[src/rtl/sdram_pattern_tester.sv]
`timescale 1ns/1ps
// SDRAM bring-up tester: writes an address-derived pattern over a range, reads it back and reports errors.
// Optional SDRAM_TESTER_LOOP_EN: run forever, inverting the pattern on alternate passes.
module sdram_pattern_tester #(
    parameter logic [22:0] ADDR_FIRST      = 23'h000000,
    parameter logic [22:0] ADDR_LAST       = 23'h7FFFFF,
    parameter logic [15:0] PATTERN_SEED    = 16'hA5C3,
    parameter int          READ_TIMEOUT    = 64,
    parameter int          ERR_COUNT_WIDTH = 16
) (
    input  logic                       clk,
    input  logic                       rst,
    input  logic                       start,
    output logic                       busy,
    output logic                       done,
    output logic                       pass,
    output logic [ERR_COUNT_WIDTH-1:0] errCount,
    output logic [22:0]                firstErrAddr,
    input  logic                       cmdReady,
    output logic                       cmdTrigger,
    output logic [22:0]                cmdAddr,
    output logic                       cmdWrite,
    output logic [15:0]                cmdWriteData,
    input  logic [15:0]                cmdReadData,
    input  logic                       cmdReadDataValid
);

    localparam int TW = $clog2(READ_TIMEOUT + 1);
    localparam logic [TW-1:0] TIMER_LAST = TW'(READ_TIMEOUT - 1);

    typedef enum logic [2:0] {
        ST_IDLE    = 3'd0,
        ST_WR_ISS  = 3'd1,
        ST_WR_GAP  = 3'd2,
        ST_RD_ISS  = 3'd3,
        ST_RD_WAIT = 3'd4,
        ST_RD_NEXT = 3'd5,
        ST_DONE    = 3'd6
    } state_t;

    state_t                     state_r, state_s;
    logic [22:0]                addr_r, addr_s;
    logic [TW-1:0]              timer_r, timer_s;
    logic                       invert_r, invert_s;
    logic                       busy_r, busy_s;
    logic                       done_r, done_s;
    logic                       pass_r, pass_s;
    logic [ERR_COUNT_WIDTH-1:0] err_count_r, err_count_s;
    logic [22:0]                first_err_addr_r, first_err_addr_s;
    logic                       cmd_trigger_r, cmd_trigger_s;
    logic [22:0]                cmd_addr_r, cmd_addr_s;
    logic                       cmd_write_r, cmd_write_s;
    logic [15:0]                cmd_write_data_r, cmd_write_data_s;
    logic                       err_hit_s;
    logic                       accept_s;

    function automatic logic [15:0] pattern_word(input logic [22:0] addr, input logic inv);
        return addr[15:0] ^ addr[22:7] ^ PATTERN_SEED ^ {16{inv}};
    endfunction

    assign accept_s = cmd_trigger_r && cmdReady;

    // Next-state, datapath and registered-output next values.
    always_comb begin
        state_s          = state_r;
        addr_s           = addr_r;
        timer_s          = timer_r;
        invert_s         = invert_r;
        busy_s           = busy_r;
        done_s           = 1'b0;
        pass_s           = pass_r;
        err_count_s      = err_count_r;
        first_err_addr_s = first_err_addr_r;
        cmd_trigger_s    = 1'b0;
        cmd_addr_s       = cmd_addr_r;
        cmd_write_s      = cmd_write_r;
        cmd_write_data_s = cmd_write_data_r;
        err_hit_s        = 1'b0;
        case (state_r)
            ST_IDLE: begin
                if (start) begin
                    addr_s           = ADDR_FIRST;
                    err_count_s      = '0;
                    first_err_addr_s = 23'd0;
                    pass_s           = 1'b0;
                    busy_s           = 1'b1;
                    invert_s         = 1'b0;
                    state_s          = ST_WR_ISS;
                end else begin
                    state_s = ST_IDLE;
                end
            end
            ST_WR_ISS: begin
                // A strobe that was not accepted drops for a cycle before retrying.
                if (accept_s) begin
                    state_s = ST_WR_GAP;
                end else if (!cmd_trigger_r && cmdReady) begin
                    cmd_trigger_s    = 1'b1;
                    cmd_addr_s       = addr_r;
                    cmd_write_s      = 1'b1;
                    cmd_write_data_s = pattern_word(addr_r, invert_r);
                end else begin
                    state_s = ST_WR_ISS;
                end
            end
            ST_WR_GAP: begin
                if (addr_r == ADDR_LAST) begin
                    addr_s  = ADDR_FIRST;
                    state_s = ST_RD_ISS;
                end else begin
                    addr_s  = addr_r + 23'd1;
                    state_s = ST_WR_ISS;
                end
            end
            ST_RD_ISS: begin
                if (accept_s) begin
                    timer_s = '0;
                    state_s = ST_RD_WAIT;
                end else if (!cmd_trigger_r && cmdReady) begin
                    cmd_trigger_s = 1'b1;
                    cmd_addr_s    = addr_r;
                    cmd_write_s   = 1'b0;
                end else begin
                    state_s = ST_RD_ISS;
                end
            end
            ST_RD_WAIT: begin
                // Data arriving on the timeout cycle is compared, not counted as a timeout.
                if (cmdReadDataValid) begin
                    err_hit_s = (cmdReadData != pattern_word(addr_r, invert_r));
                    state_s   = ST_RD_NEXT;
                end else if (timer_r == TIMER_LAST) begin
                    err_hit_s = 1'b1;
                    state_s   = ST_RD_NEXT;
                end else begin
                    timer_s = timer_r + TW'(1);
                end
            end
            ST_RD_NEXT: begin
                if (addr_r == ADDR_LAST) begin
                    done_s  = 1'b1;
                    pass_s  = (err_count_r == '0);
`ifdef SDRAM_TESTER_LOOP_EN
                    busy_s  = 1'b1;
`else
                    busy_s  = 1'b0;
`endif
                    state_s = ST_DONE;
                end else begin
                    addr_s  = addr_r + 23'd1;
                    state_s = ST_RD_ISS;
                end
            end
            ST_DONE: begin
`ifdef SDRAM_TESTER_LOOP_EN
                addr_s   = ADDR_FIRST;
                invert_s = ~invert_r;
                state_s  = ST_WR_ISS;
`else
                state_s  = ST_IDLE;
`endif
            end
            default: begin
                state_s = ST_IDLE;
                busy_s  = 1'b0;
            end
        endcase
        if (err_hit_s) begin
            if (err_count_r != '1) begin
                err_count_s = err_count_r + ERR_COUNT_WIDTH'(1);
            end else begin
                err_count_s = err_count_r;
            end
            if (err_count_r == '0) begin
                first_err_addr_s = addr_r;
            end else begin
                first_err_addr_s = first_err_addr_r;
            end
        end else begin
            err_count_s = err_count_s;
        end
    end

    // State and output registers with synchronous reset.
    always_ff @(posedge clk) begin
        if (rst) begin
            state_r          <= ST_IDLE;
            addr_r           <= 23'd0;
            timer_r          <= '0;
            invert_r         <= 1'b0;
            busy_r           <= 1'b0;
            done_r           <= 1'b0;
            pass_r           <= 1'b0;
            err_count_r      <= '0;
            first_err_addr_r <= 23'd0;
            cmd_trigger_r    <= 1'b0;
            cmd_addr_r       <= 23'd0;
            cmd_write_r      <= 1'b0;
            cmd_write_data_r <= 16'd0;
        end else begin
            state_r          <= state_s;
            addr_r           <= addr_s;
            timer_r          <= timer_s;
            invert_r         <= invert_s;
            busy_r           <= busy_s;
            done_r           <= done_s;
            pass_r           <= pass_s;
            err_count_r      <= err_count_s;
            first_err_addr_r <= first_err_addr_s;
            cmd_trigger_r    <= cmd_trigger_s;
            cmd_addr_r       <= cmd_addr_s;
            cmd_write_r      <= cmd_write_s;
            cmd_write_data_r <= cmd_write_data_s;
        end
    end

    assign busy         = busy_r;
    assign done         = done_r;
    assign pass         = pass_r;
    assign errCount     = err_count_r;
    assign firstErrAddr = first_err_addr_r;
    assign cmdTrigger   = cmd_trigger_r;
    assign cmdAddr      = cmd_addr_r;
    assign cmdWrite     = cmd_write_r;
    assign cmdWriteData = cmd_write_data_r;

endmodule
[config.mk]
export PLATFORM = sky130hd
export DESIGN_NAME = sdram_pattern_tester
export DESIGN_NICKNAME = d
export VERILOG_FILES = /design/src/rtl/sdram_pattern_tester.sv
export SDC_FILE = /design/constraint.sdc
export NUM_CORES = 1
export LEC_CHECK = 0
export BUFFER_PORTS_ARGS = -buffer_cell sky130_fd_sc_hd__buf_2
export CAP_MARGIN = 0
export CORE_UTILIZATION = 45
export CTS_BUF_LIST = sky130_fd_sc_hd__clkbuf_4 sky130_fd_sc_hd__clkbuf_8
export DETAILED_ROUTE_END_ITERATION = 7
export PLACE_DENSITY = 0.72
export SYNTH_ARGS = -nofsm -noshare
export SYNTH_HDL_FRONTEND = slang
export SYNTH_SLANG_ARGS = --single-unit
[constraint.sdc]
create_clock -name clk -period 6.3 [get_ports clk]
set_input_delay 0.63 -clock clk [delete_from_list [all_inputs] [get_ports clk]]
set_output_delay 0.63 -clock clk [all_outputs]
set_load 0.005 [all_outputs]
==> results.py, run 1 <==
metrics = {
    "clocking": {
        "cts_tree": "done",
        "cts_root_buf": "clkbuf_8",
        "cts_buffers": 17,
        "cts_resized": 0,
        "h-tree-depth": 4,
        "clk_latency_ns": 0.45,
        "post-cts-setup-buffer-count": 0,
        "clock_path_buffers": 2,
        "hold_buffers": 0,
        "cts_sinks": 116,
        "clkTransAtPathRegs_ns": 0.07,
    },
    "run": {
        "drv_cap": 0,
    },
    "route": {
        "first_pass_iters": 7,
        "drt_wl_total_mm": 15.45,
        "vias": 5144,
        "drc": 4,
        "routedWlPerCell_um": 16.83,
        "drtIter0Drc": 574,
        "vias_per_cell": 5.603,
        "drtAntennaViolNets": 0,
    },
    "layout": {
        "nNetsFinal": 758,
        "fin_util": 0.5317,
        "drive_above_1_share": 0.2091,
        "n_antenna_cell": 0,
        "syn_to_final_growth_pct": 15.66,
        "fillers": 1157,
    },
    "setup_path": {
        "criticalPathCategory": "reg -> reg",
        "crit_path_start_kind": "flop",
        "r2r.worst_path.cells": 7,
        "cp.arrival_ns": 3.39,
        "ff2ff_setup_slack_ns": 3.28,
        "worstPathMaxFanout": 23,
        "cp-end-kind": "flop",
        "path_cells": "xor3_1 -> nor4_2 -> nand2_1 -> o311ai_4 -> buf_4 -> mux2_2 -> nor2_1",
        "critPathRequiredTime_ns": 6.67,
        "cp_slowest_cell": "dfxtp_1",
        "max_stage_delay_ns": 0.68,
    },
    "timing": {
        "relSlewSlack": 0.2249,
        "fmax_ghz": 0.3312,
        "finalHoldViolations": 0,
        "fin_ws_ns": 3.281,
        "finalMaxSlewViolations": 0,
        "fin_crit_sh": 0.4792,
        "tightest_slew_ns": 1.158,
        "fin_skew_ns": 0.01520,
        "rsz0062_at_grt": "no",
        "setup_violations": 0,
        "setup_tns_ns": 0,
        "period_needed_ns": 3.019,
    },
    "global_route": {
        "first_global_vias": 4857,
        "track_usage": 0.2403,
        "grt_pass1_wl_mm": 24.39,
        "grt_max_degree": 85,
        "antenna_found_initial": 0,
        "grt-ovfl-total": 0,
    },
    "yosys": {
        "synth_edf_count": 0,
        "postSynth.asyncResetShare": 0,
        "syn_avg_cell_area_sq_um": 8.781,
        "ys_seq_area_frac": 0.4019,
        "yosys-top-cells-area": "dfxtp_1 40%, nand2_1 6.2%, xnor2_1 5.3%",
        "syn-num-nets": 683,
        "yosys-top-cells-count": "116 x dfxtp_1, 95 x nand2_1, 62 x nor2_1",
        "yosysTopAreaCellShare": 0.4019,
        "yosys_register_bits": 116,
        "synth_area_leader_cell": "dfxtp_1",
        "yosys_warnings": 0,
        "syn_inst": 658,
        "synth_cell_types": 55,
        "synth_top_flop_cell": "dfxtp_1",
        "synth_area_sq_mm": 0.005778,
        "post-synth-top-count-cell": "dfxtp_1",
    },
    "hold_path": {
        "min_delay_path_depth": 2,
        "hp-class": "reg -> reg",
    },
    "die": {
        "die_area_sq_mm": 0.01330,
        "rows": 41,
        "core-area_sq_mm": 0.01257,
        "io_pins": 104,
        "start_util": 0.4597,
        "die_x_um": 115.3,
        "die_y_um": 115.3,
    },
    "power_and_ir_drop": {
        "vdd_drop_max_mv": 0.1594,
        "leakage_nw": 2.830,
        "powerDensity_mw_per_mm2": 232.7,
    },
    "outcome": {
        "violations": "design-rule violations",
        "status": "finished with violations",
    },
    "placement": {
        "portBuffers": 103,
        "place_congestion": 0.8795,
        "dp_hpwl_mm": 10.69,
        "pre_cts_ws_ns": 3.356,
    },
}
[cell usage in the layout (no fill, tap or decap), types with 3 or more instances in the layout]
cell and count:
o21a_1 3, buf_2 103, dfxtp_1 116, and3_1 16
xnor3_1 6, and4_1 7, xor3_1 5, nor4_1 15
xnor2_1 35, a21oi_1 53, clkinv_2 5, nand2_1 95
a211o_1 6, buf_4 5, nor3_1 12, o211ai_1 5
clkbuf_4 3, a221o_1 7, mux2i_1 23, nor4b_1 4
nand3_1 17, inv_1 6, or4_1 7, or3_1 10
nor2_1 62, nor4_2 3, nor2b_1 4, and2_1 27
ha_1 4, o21ai_0 5, clkbuf_8 19, nand4_1 9
bufinv_16 3, o31ai_1 6, a211oi_1 8, xor2_1 3
[state kept, by name, summed over array words and instances, names as in the netlist]
| name | flops |
|---|---|
| cmdAddr | 23 |
| cmdWriteData | 16 |
| state_r | 3 |
| firstErrAddr | 23 |
| cmdTrigger | 1 |
| pass | 1 |
| busy | 1 |
| errCount | 16 |
| timer_r | 7 |
| cmdWrite | 1 |
| addr_r | 23 |
| done | 1 |
[layer usage]
metal / global-route usage / part of all wire
met5: 0 / 0
met4: 0.1074 / 0.024
met3: 0.05166 / 0.076
met2: 0.4012 / 0.48
met1: 0.2974 / 0.42
[final timing paths]
kind,start,end
min,cmdAddr[15],cmdAddr[15]
max,addr_r[10],firstErrAddr[17]
min reg2reg,cmdAddr[15],cmdAddr[15]
max reg2reg,addr_r[10],firstErrAddr[17]
[critical path: cells and delay by family (launching register included)]
family	cells	cell delay, ns
AO/OA/AOI/OAI	1	0.26
XOR/XNOR	1	0.44
multiplexers	1	0.39
flip-flops	1	0.68
AND/OR/NAND/NOR	3	0.76
buffers and inverters	1	0.41
[per-stage QoR]
step                cells  hold slack (ns)  total power, mW  instance area [sq um]
floorplan             658           0.4482           0.8167                   5778
global placement      886           0.4410           0.8443                   6269
detailed placement    886           0.4486           0.8472                   6269
CTS                   918           0.4578            1.559                   6683
global route          918           0.4802            1.595                   6683
finish                918           0.4536            1.555                   6683
[cell type report]
cell class / count / area, sq um / area share
Clock buffer: 22 / 284.0 / 0.04250
Timing Repair Buffer: 108 / 553.0 / 0.08276
Clock inverter: 10 / 130.1 / 0.01947
Tap cell: 172 / 215.2 / 0.03220
Inverter: 6 / 22.52 / 0.003370
Multi-Input combinational cell: 484 / 3156 / 0.4722
Sequential cell: 116 / 2322 / 0.3475
[report_power, final]
| group | switching (mW) | total, mW | internal (mW) |
|---|---|---|---|
| clock network | 0.302 | 0.724 | 0.421 |
| logic | 0.0539 | 0.0815 | 0.0276 |
| registers | 0.00780 | 0.750 | 0.742 |
| total | 0.364 | 1.56 | 1.19 |
[cell families (layout without fill, tap and decap cells)]
group | after synthesis | after routing | synth area share
muxes | 24 | 24 | 0.04179
and+or+nand+nor | 300 | 300 | 0.2657
adders and majority gates | 4 | 4 | 0.008662
xor gates and xnor gates | 50 | 50 | 0.1044
buffers and inverters | 58 | 146 | 0.05284
DFF | 116 | 116 | 0.4019
AOI/OAI and AO/OA | 106 | 106 | 0.1247
Note: power is estimated with default switching activity, not from simulation.
==> run 2: changes to the inputs <==
--- a/config.mk
+++ b/config.mk
@@ -5,12 +5,13 @@
 export SDC_FILE = /design/constraint.sdc
 export NUM_CORES = 1
 export LEC_CHECK = 0
+export ABC_AREA = 1
 export BUFFER_PORTS_ARGS = -buffer_cell sky130_fd_sc_hd__buf_2
 export CAP_MARGIN = 0
 export CORE_UTILIZATION = 45
 export CTS_BUF_LIST = sky130_fd_sc_hd__clkbuf_4 sky130_fd_sc_hd__clkbuf_8
 export DETAILED_ROUTE_END_ITERATION = 7
-export PLACE_DENSITY = 0.72
+export PLACE_DENSITY = 0.74
 export SYNTH_ARGS = -nofsm -noshare
 export SYNTH_HDL_FRONTEND = slang
 export SYNTH_SLANG_ARGS = --single-unit
==> constraint.sdc (replaced) <==
create_clock -name clk -period 2.65 [get_ports clk]
set_input_delay 0.265 -clock clk [delete_from_list [all_inputs] [get_ports clk]]
set_output_delay 0.265 -clock clk [all_outputs]
set_load 0.005 [all_outputs]
==> run 2 against run 1 <==
The run now ends clean. Clock skew fell by 0.0053 ns. Routed wire length up 19%. Total power increased to 2.7 times the previous value. Design area rose by 6.6%. Utilization increased by 3.1 points. Critical endpoint is now errCount[15]. Largest power group is now the clock network.
==> results.py, run 2 <==
metrics = {
    "outcome": {
        "status": "completed",
    },
    "layout": {
        "fillers": 1251,
        "final_common_cell": "nand2_1",
        "fin_util": 0.5624,
        "drive_above_1_share": 0.2012,
        "syn_to_final_growth_pct": 20.89,
        "nNetsFinal": 1007,
        "layout_common_cells": "194 x nand2_1, 115 x dfxtp_1, 103 x buf_2, 101 x nand3_1",
        "n_antenna_cell": 0,
    },
    "clocking": {
        "cts_sinks": 116,
        "hold_buffers": 0,
        "clk_latency_ns": 0.46,
        "clock_path_buffers": 2,
        "cts_buffers": 17,
        "clkTransAtPathRegs_ns": 0.07,
        "h-tree-depth": 4,
        "cts_tree": "done",
        "cts_root_buf": "clkbuf_8",
    },
    "timing": {
        "finalHoldViolations": 0,
        "period_needed_ns": 2.435,
        "fmax_ghz": 0.4107,
        "relSlewSlack": 0.3128,
        "setup_violations": 0,
        "rsz0062_at_grt": "no",
        "fin_crit_sh": 0.9188,
        "finalMaxSlewViolations": 0,
        "setup_tns_ns": 0,
        "tightest_slew_ns": 1.024,
        "fin_skew_ns": 0.009918,
    },
    "global_route": {
        "first_global_vias": 5576,
        "antenna_found_initial": 0,
        "track_usage": 0.2839,
        "grt_pass1_wl_mm": 28.90,
        "met1_usage": 0.3514,
        "grt_max_degree": 53,
        "grt-ovfl-total": 0,
        "grt_use_met2": 0.4627,
        "met3_usage": 0.07680,
        "grt_most_used_layer": "met2",
    },
    "power_and_ir_drop": {
        "power_mw": 4.146,
        "powerDensity_mw_per_mm2": 581.8,
        "vdd_drop_max_mv": 0.3280,
        "leakage_nw": 3.079,
    },
    "route": {
        "drtAntennaViolNets": 0,
        "vias_per_cell": 5.432,
        "first_pass_iters": 6,
        "drt_wl_total_mm": 18.37,
        "routedWlPerCell_um": 15.76,
        "vias": 6334,
        "drtIter0Drc": 713,
        "drc": 0,
    },
    "hold_path": {
        "min_delay_path_depth": 3,
        "hold_path.startpoint": "cmdReady",
        "hp-class": "in -> reg",
        "worst_hold_path.endpoint": "state_r[2]",
    },
    "yosys": {
        "syn-num-nets": 897,
        "post-synth-top-count-cell": "nand2_1",
        "synth_cell_types": 42,
        "yosys_register_bits": 116,
        "yosys-top-cells-count": "194 x nand2_1, 116 x dfxtp_1, 101 x nand3_1",
        "postSynth.asyncResetShare": 0,
        "yosys-top-cells-area": "dfxtp_1 39%, nand2_1 12%, nand3_1 8.6%",
        "syn_inst": 872,
        "synth_edf_count": 0,
        "ys_seq_area_frac": 0.3940,
        "yosysTopAreaCellShare": 0.3940,
        "syn_avg_cell_area_sq_um": 6.760,
        "synth_top_flop_cell": "dfxtp_1",
        "synth_area_sq_mm": 0.005894,
        "synth_area_leader_cell": "dfxtp_1",
        "yosys_warnings": 0,
    },
    "setup_path": {
        "max_stage_delay_ns": 0.55,
        "r2r-start": "addr_r[14]",
        "path_cells": "inv_1 -> nand2_1 -> nand2_1 -> nand2_1 -> nand4_1 -> nor2_1 -> nand3_4 -> nand2_4 -> nand2_4 -> nand2_2 -> nand2_1 -> nand2_1 -> nor2_1",
        "ff2ff_setup_slack_ns": 0.22,
        "r2r.worst_path.cells": 13,
        "criticalPathCategory": "reg -> reg",
        "r2r-end": "errCount[15]",
        "cp_slowest_cell": "dfxtp_1",
        "critPathRequiredTime_ns": 3.00,
        "worstPathMaxFanout": 20,
        "crit_path_start_kind": "flop",
        "cp-end-kind": "flop",
        "path_buf_inv": 1,
        "cp_top_family": "simple AND/OR/NAND/NOR gates",
        "crit_path_frequent_cell": "nand2_1",
        "cp.arrival_ns": 2.78,
    },
    "die": {
        "core-area_sq_mm": 0.01267,
        "start_util": 0.4652,
        "die_area_sq_mm": 0.01356,
        "die_x_um": 116.5,
        "rows": 41,
        "io_pins": 104,
        "die_y_um": 116.5,
    },
    "placement": {
        "portBuffers": 103,
        "dp_hpwl_mm": 13.27,
        "place_congestion": 1.017,
    },
    "run": {
        "drv_cap": 0,
    },
}
[run 2: changes by cell type after synthesis, moves of 20 or more]
cell	previous run	this run
a21oi_1	53	82
and2_1	27	1
inv_1	6	73
mux2i_1	23	0
nand2_1	95	194
nand3_1	17	101
nor2_1	62	82
o21ai_0	5	56
xnor2_1	35	2
[run 2: worst max path at each step]
stage                    to  cells past startpoint         from  slack [ns]
6_report       errCount[15]                     13   addr_r[14]        0.22
5_1_grt         cmdAddr[21]                      6   state_r[0]        0.03
4_1_cts          addr_r[21]                     10   addr_r[10]        0.24
3_5_place_dp     addr_r[20]                     10   addr_r[10]        0.26
3_3_place_gp     addr_r[17]                     10   addr_r[10]        0.22
2_1_floorplan   errCount[0]                     13  errCount[0]        0.78
[run 2: power by group]
group          total [mW]  switching [mW]  internal [mW]
clock                1.89           0.758           1.14
combinational       0.399           0.258          0.141
sequential           1.85          0.0435           1.81
total                4.15            1.06           3.09
[run 2: worst register-to-register path: stages, from the launching register on]
cell	delay, ns
dfxtp_1	0.55
inv_1	0.23
nand2_1	0.15
nand2_1	0.06
nand2_1	0.05
nand4_1	0.11
nor2_1	0.20
nand3_4	0.17
nand2_4	0.18
nand2_4	0.08
nand2_2	0.31
nand2_1	0.11
nand2_1	0.08
nor2_1	0.05
[run 2: layout make-up]
| cell class | instances | area [sq um] | area share |
|---|---|---|---|
| multi-input cells | 627 | 3064 | 0.4300 |
| flip-flops and latches | 116 | 2323 | 0.3261 |
| repair buffers | 133 | 740.7 | 0.1040 |
| inverters | 87 | 326.6 | 0.04583 |
| clock buffers | 18 | 247.7 | 0.03477 |
| well taps | 172 | 215.2 | 0.03020 |
| clock inverters | 13 | 207.7 | 0.02915 |
[run 2: logic make-up (layout without fill, tap and decap cells)]
kind of cell / count (synthesis) / after routing / share of synthesized area
DFF: 116 / 116 / 0.3940
xor gates and xnor gates: 13 / 13 / 0.01932
adders and majority gates: 4 / 4 / 0.008491
and+or+nand+nor: 441 / 441 / 0.3341
AOI/OAI and AO/OA: 169 / 169 / 0.1554
buffers and inverters: 129 / 251 / 0.08873
[run 2: repair_timing]
action                                  4_1_cts  5_1_grt
gates resized for setup                       0        2
endpoints found under the setup margin        0       11
setup buffers                                 0        0
[run 2: routing by layer]
metal	up-vias	wire, um
met5	-	0
met4	0	513
met3	54	1274
met2	255	8777
met1	2903	7807
li1	3122	-
[run 2: per-stage QoR]
| stage | instance area (sq um) | setup slack [ns] | instances | hold slack (ns) |
|---|---|---|---|---|
| final | 7126 | 0.2151 | 1166 | 0.1960 |
| after floorplan | 5894 | 0.7827 | 872 | 0.4492 |
| after CTS | 7121 | 0.2361 | 1166 | 0.1719 |
| after global placement | 6665 | 0.2161 | 1135 | 0.4494 |
| after global routing | 7126 | 0.02671 | 1166 | 0.1833 |
| after detailed placement | 6665 | 0.2605 | 1135 | 0.4609 |
==> run 3: changes to the inputs <==
--- a/config.mk
+++ b/config.mk
@@ -6,12 +6,12 @@
 export NUM_CORES = 1
 export LEC_CHECK = 0
 export ABC_AREA = 1
-export BUFFER_PORTS_ARGS = -buffer_cell sky130_fd_sc_hd__buf_2
 export CAP_MARGIN = 0
 export CORE_UTILIZATION = 45
 export CTS_BUF_LIST = sky130_fd_sc_hd__clkbuf_4 sky130_fd_sc_hd__clkbuf_8
 export DETAILED_ROUTE_END_ITERATION = 7
-export PLACE_DENSITY = 0.74
+export DONT_BUFFER_PORTS = 1
+export PLACE_DENSITY = 0.67
 export SYNTH_ARGS = -nofsm -noshare
 export SYNTH_HDL_FRONTEND = slang
 export SYNTH_SLANG_ARGS = --single-unit
==> run 3 against run 2 <==
First-iteration DRC count shrank 42%. Critical endpoint unchanged. Setup slack better by 0.048 ns. Clock skew about the same. Design area is 8.6% lower. Maximum frequency increased by 2.0%. Total power down 10%. Sequential share of layout area is 3.0 points higher. Via count decreased by 8.4%. Count of clock-buffer cells in the layout up 2.
==> results.py, run 3 (synthesis gave the netlist of run 2 again) <==
metrics = {
    "route": {
        "drtIter0Drc": 413,
        "drt_wl_total_mm": 17.55,
        "drtAntennaViolNets": 0,
        "drc": 0,
        "vias_per_cell": 5.477,
        "vias": 5800,
        "routedWlPerCell_um": 16.57,
        "first_pass_iters": 5,
    },
    "setup_path": {
        "path_buf_inv": 1,
        "criticalPathCategory": "reg -> reg",
        "r2r-end": "errCount[15]",
        "cp-end-kind": "flop",
        "worstPathMaxFanout": 20,
        "crit_path_frequent_cell": "nand2_1",
        "r2r-start": "errCount[1]",
        "cp_top_family": "simple AND/OR/NAND/NOR gates",
        "path_cells": "ha_1 -> nand3_1 -> inv_1 -> nand2_1 -> nor3_1 -> nand4_1 -> nor2_1 -> nand3_2 -> nand2_2 -> nand2_1 -> nand2_1 -> nor2_1",
        "crit_path_start_kind": "flop",
        "critPathRequiredTime_ns": 2.98,
        "r2r.worst_path.cells": 12,
        "ff2ff_setup_slack_ns": 0.26,
        "cp.arrival_ns": 2.72,
        "cp_slowest_cell": "dfxtp_1",
        "max_stage_delay_ns": 0.44,
    },
    "placement": {
        "post_dp_cell_area_sq_mm": 0.006117,
        "dp.cells": 1026,
        "dp_hpwl_mm": 12.84,
        "place_congestion": 0.9514,
        "portBuffers": 0,
    },
    "timing": {
        "tightest_slew_ns": 1.035,
        "rsz0062_at_grt": "no",
        "fmax_ghz": 0.4189,
        "fin_crit_sh": 0.9009,
        "finalHoldViolations": 0,
        "fin_skew_ns": 0.01015,
        "setup_violations": 0,
        "relSlewSlack": 0.3056,
        "setup_tns_ns": 0,
        "period_needed_ns": 2.387,
        "finalMaxSlewViolations": 0,
    },
    "layout": {
        "nNetsFinal": 899,
        "final_common_cell": "nand2_1",
        "layout_common_cells": "194 x nand2_1, 116 x dfxtp_1, 101 x nand3_1, 82 x a21oi_1, 81 x nor2_1",
        "syn_to_final_growth_pct": 10.51,
        "final_cells": 1059,
        "drive_above_1_share": 0.1026,
        "final_design_area_no_fill_sq_mm": 0.006514,
        "n_antenna_cell": 0,
    },
    "power_and_ir_drop": {
        "switching_share": 0.2735,
        "powerDensity_mw_per_mm2": 571.1,
        "power_frac_clock": 0.413,
        "seq_power_share": 0.503,
        "p_sw_mw": 1.017,
        "comb_power_share": 0.084,
        "p_int_mw": 2.702,
        "leakage_nw": 2.497,
        "vdd_drop_max_mv": 0.4265,
    },
    "global_route": {
        "grt_max_degree": 49,
        "grt-ovfl-total": 0,
        "track_usage": 0.2694,
        "first_global_vias": 5346,
        "antenna_found_initial": 0,
        "grt_pass1_wl_mm": 27.67,
    },
    "run": {
        "drv_cap": 0,
    },
    "clocking": {
        "clock_path_buffers": 2,
        "cts_resized": 0,
        "cts_sinks": 116,
        "cts_tree": "done",
        "clkTransAtPathRegs_ns": 0.07,
        "cts_buffers": 17,
        "h-tree-depth": 4,
        "clk_latency_ns": 0.44,
        "cts_root_buf": "clkbuf_8",
    },
    "die": {
        "die_area_sq_mm": 0.01356,
        "core-area_sq_mm": 0.01267,
        "die_y_um": 116.5,
        "die_x_um": 116.5,
        "start_util": 0.4652,
        "io_pins": 104,
        "rows": 41,
    },
    "hold_path": {
        "hp-class": "in -> reg",
        "hold_path.startpoint": "cmdReady",
        "worst_hold_path.endpoint": "state_r[2]",
        "min_delay_path_depth": 2,
    },
    "outcome": {
        "status": "completed",
    },
}
## run 3: power by group through the flow
stage / clock network (mW) / logic [mW] / registers [mW]
finish: 1.54 / 0.314 / 1.87
global route: 1.66 / 0.354 / 1.88
CTS: 1.57 / 0.313 / 1.87
detailed placement: 0 / 0.295 / 1.91
global placement: 0 / 0.294 / 1.91
floorplan: 0 / 0.242 / 1.89
## run 3: how the worst max path moves through the flow
| stage | from | to | cells after the start |
|---|---|---|---|
| 2_1_floorplan | errCount[0] | errCount[0] | 13 |
| 3_3_place_gp | errCount[1] | errCount[15] | 12 |
| 3_5_place_dp | errCount[1] | errCount[15] | 12 |
| 4_1_cts | errCount[1] | errCount[15] | 12 |
| 5_1_grt | errCount[1] | errCount[13] | 12 |
| 6_report | errCount[1] | errCount[15] | 12 |
## run 3: layout make-up
| class | instances | area (sq um) |
|---|---|---|
| Fill cell | 1300 | 6157 |
| Multi-Input combinational cell | 627 | 3060 |
| Sequential cell | 116 | 2322 |
| Inverter | 87 | 326.6 |
| Clock buffer | 20 | 269.0 |
| Tap cell | 172 | 215.2 |
| Timing Repair Buffer | 25 | 212.7 |
| Clock inverter | 12 | 107.6 |
## run 3: routing by layer
metal  part of all wire  GRT usage  up-vias
met5                  0          0        -
met4              0.033     0.1350        0
met3              0.077    0.07109       45
met2               0.46     0.4343      224
met1               0.43     0.3318     2616
li1                   -          -     2915
## run 3: repair_timing
action / 4_1_cts / 5_1_grt
hold endpoints to repair: 48 / 0
hold buffers: 1 / 0
buffers inserted: 0 / 0
## run 3: through the flow
step / hold slack [ns] / total power, mW / util / worst slack (ns)
after floorplan: 0.4492 / 2.132 / - / 0.7827
after global placement: 0.3434 / 2.205 / 0.4828 / 0.3152
after detailed placement: 0.3436 / 2.207 / 0.4828 / 0.3108
after CTS: 0.05371 / 3.754 / 0.5141 / 0.2695
after global routing: 0.05306 / 3.890 / 0.5141 / 0.06402
final: 0.07189 / 3.720 / 0.5141 / 0.2626
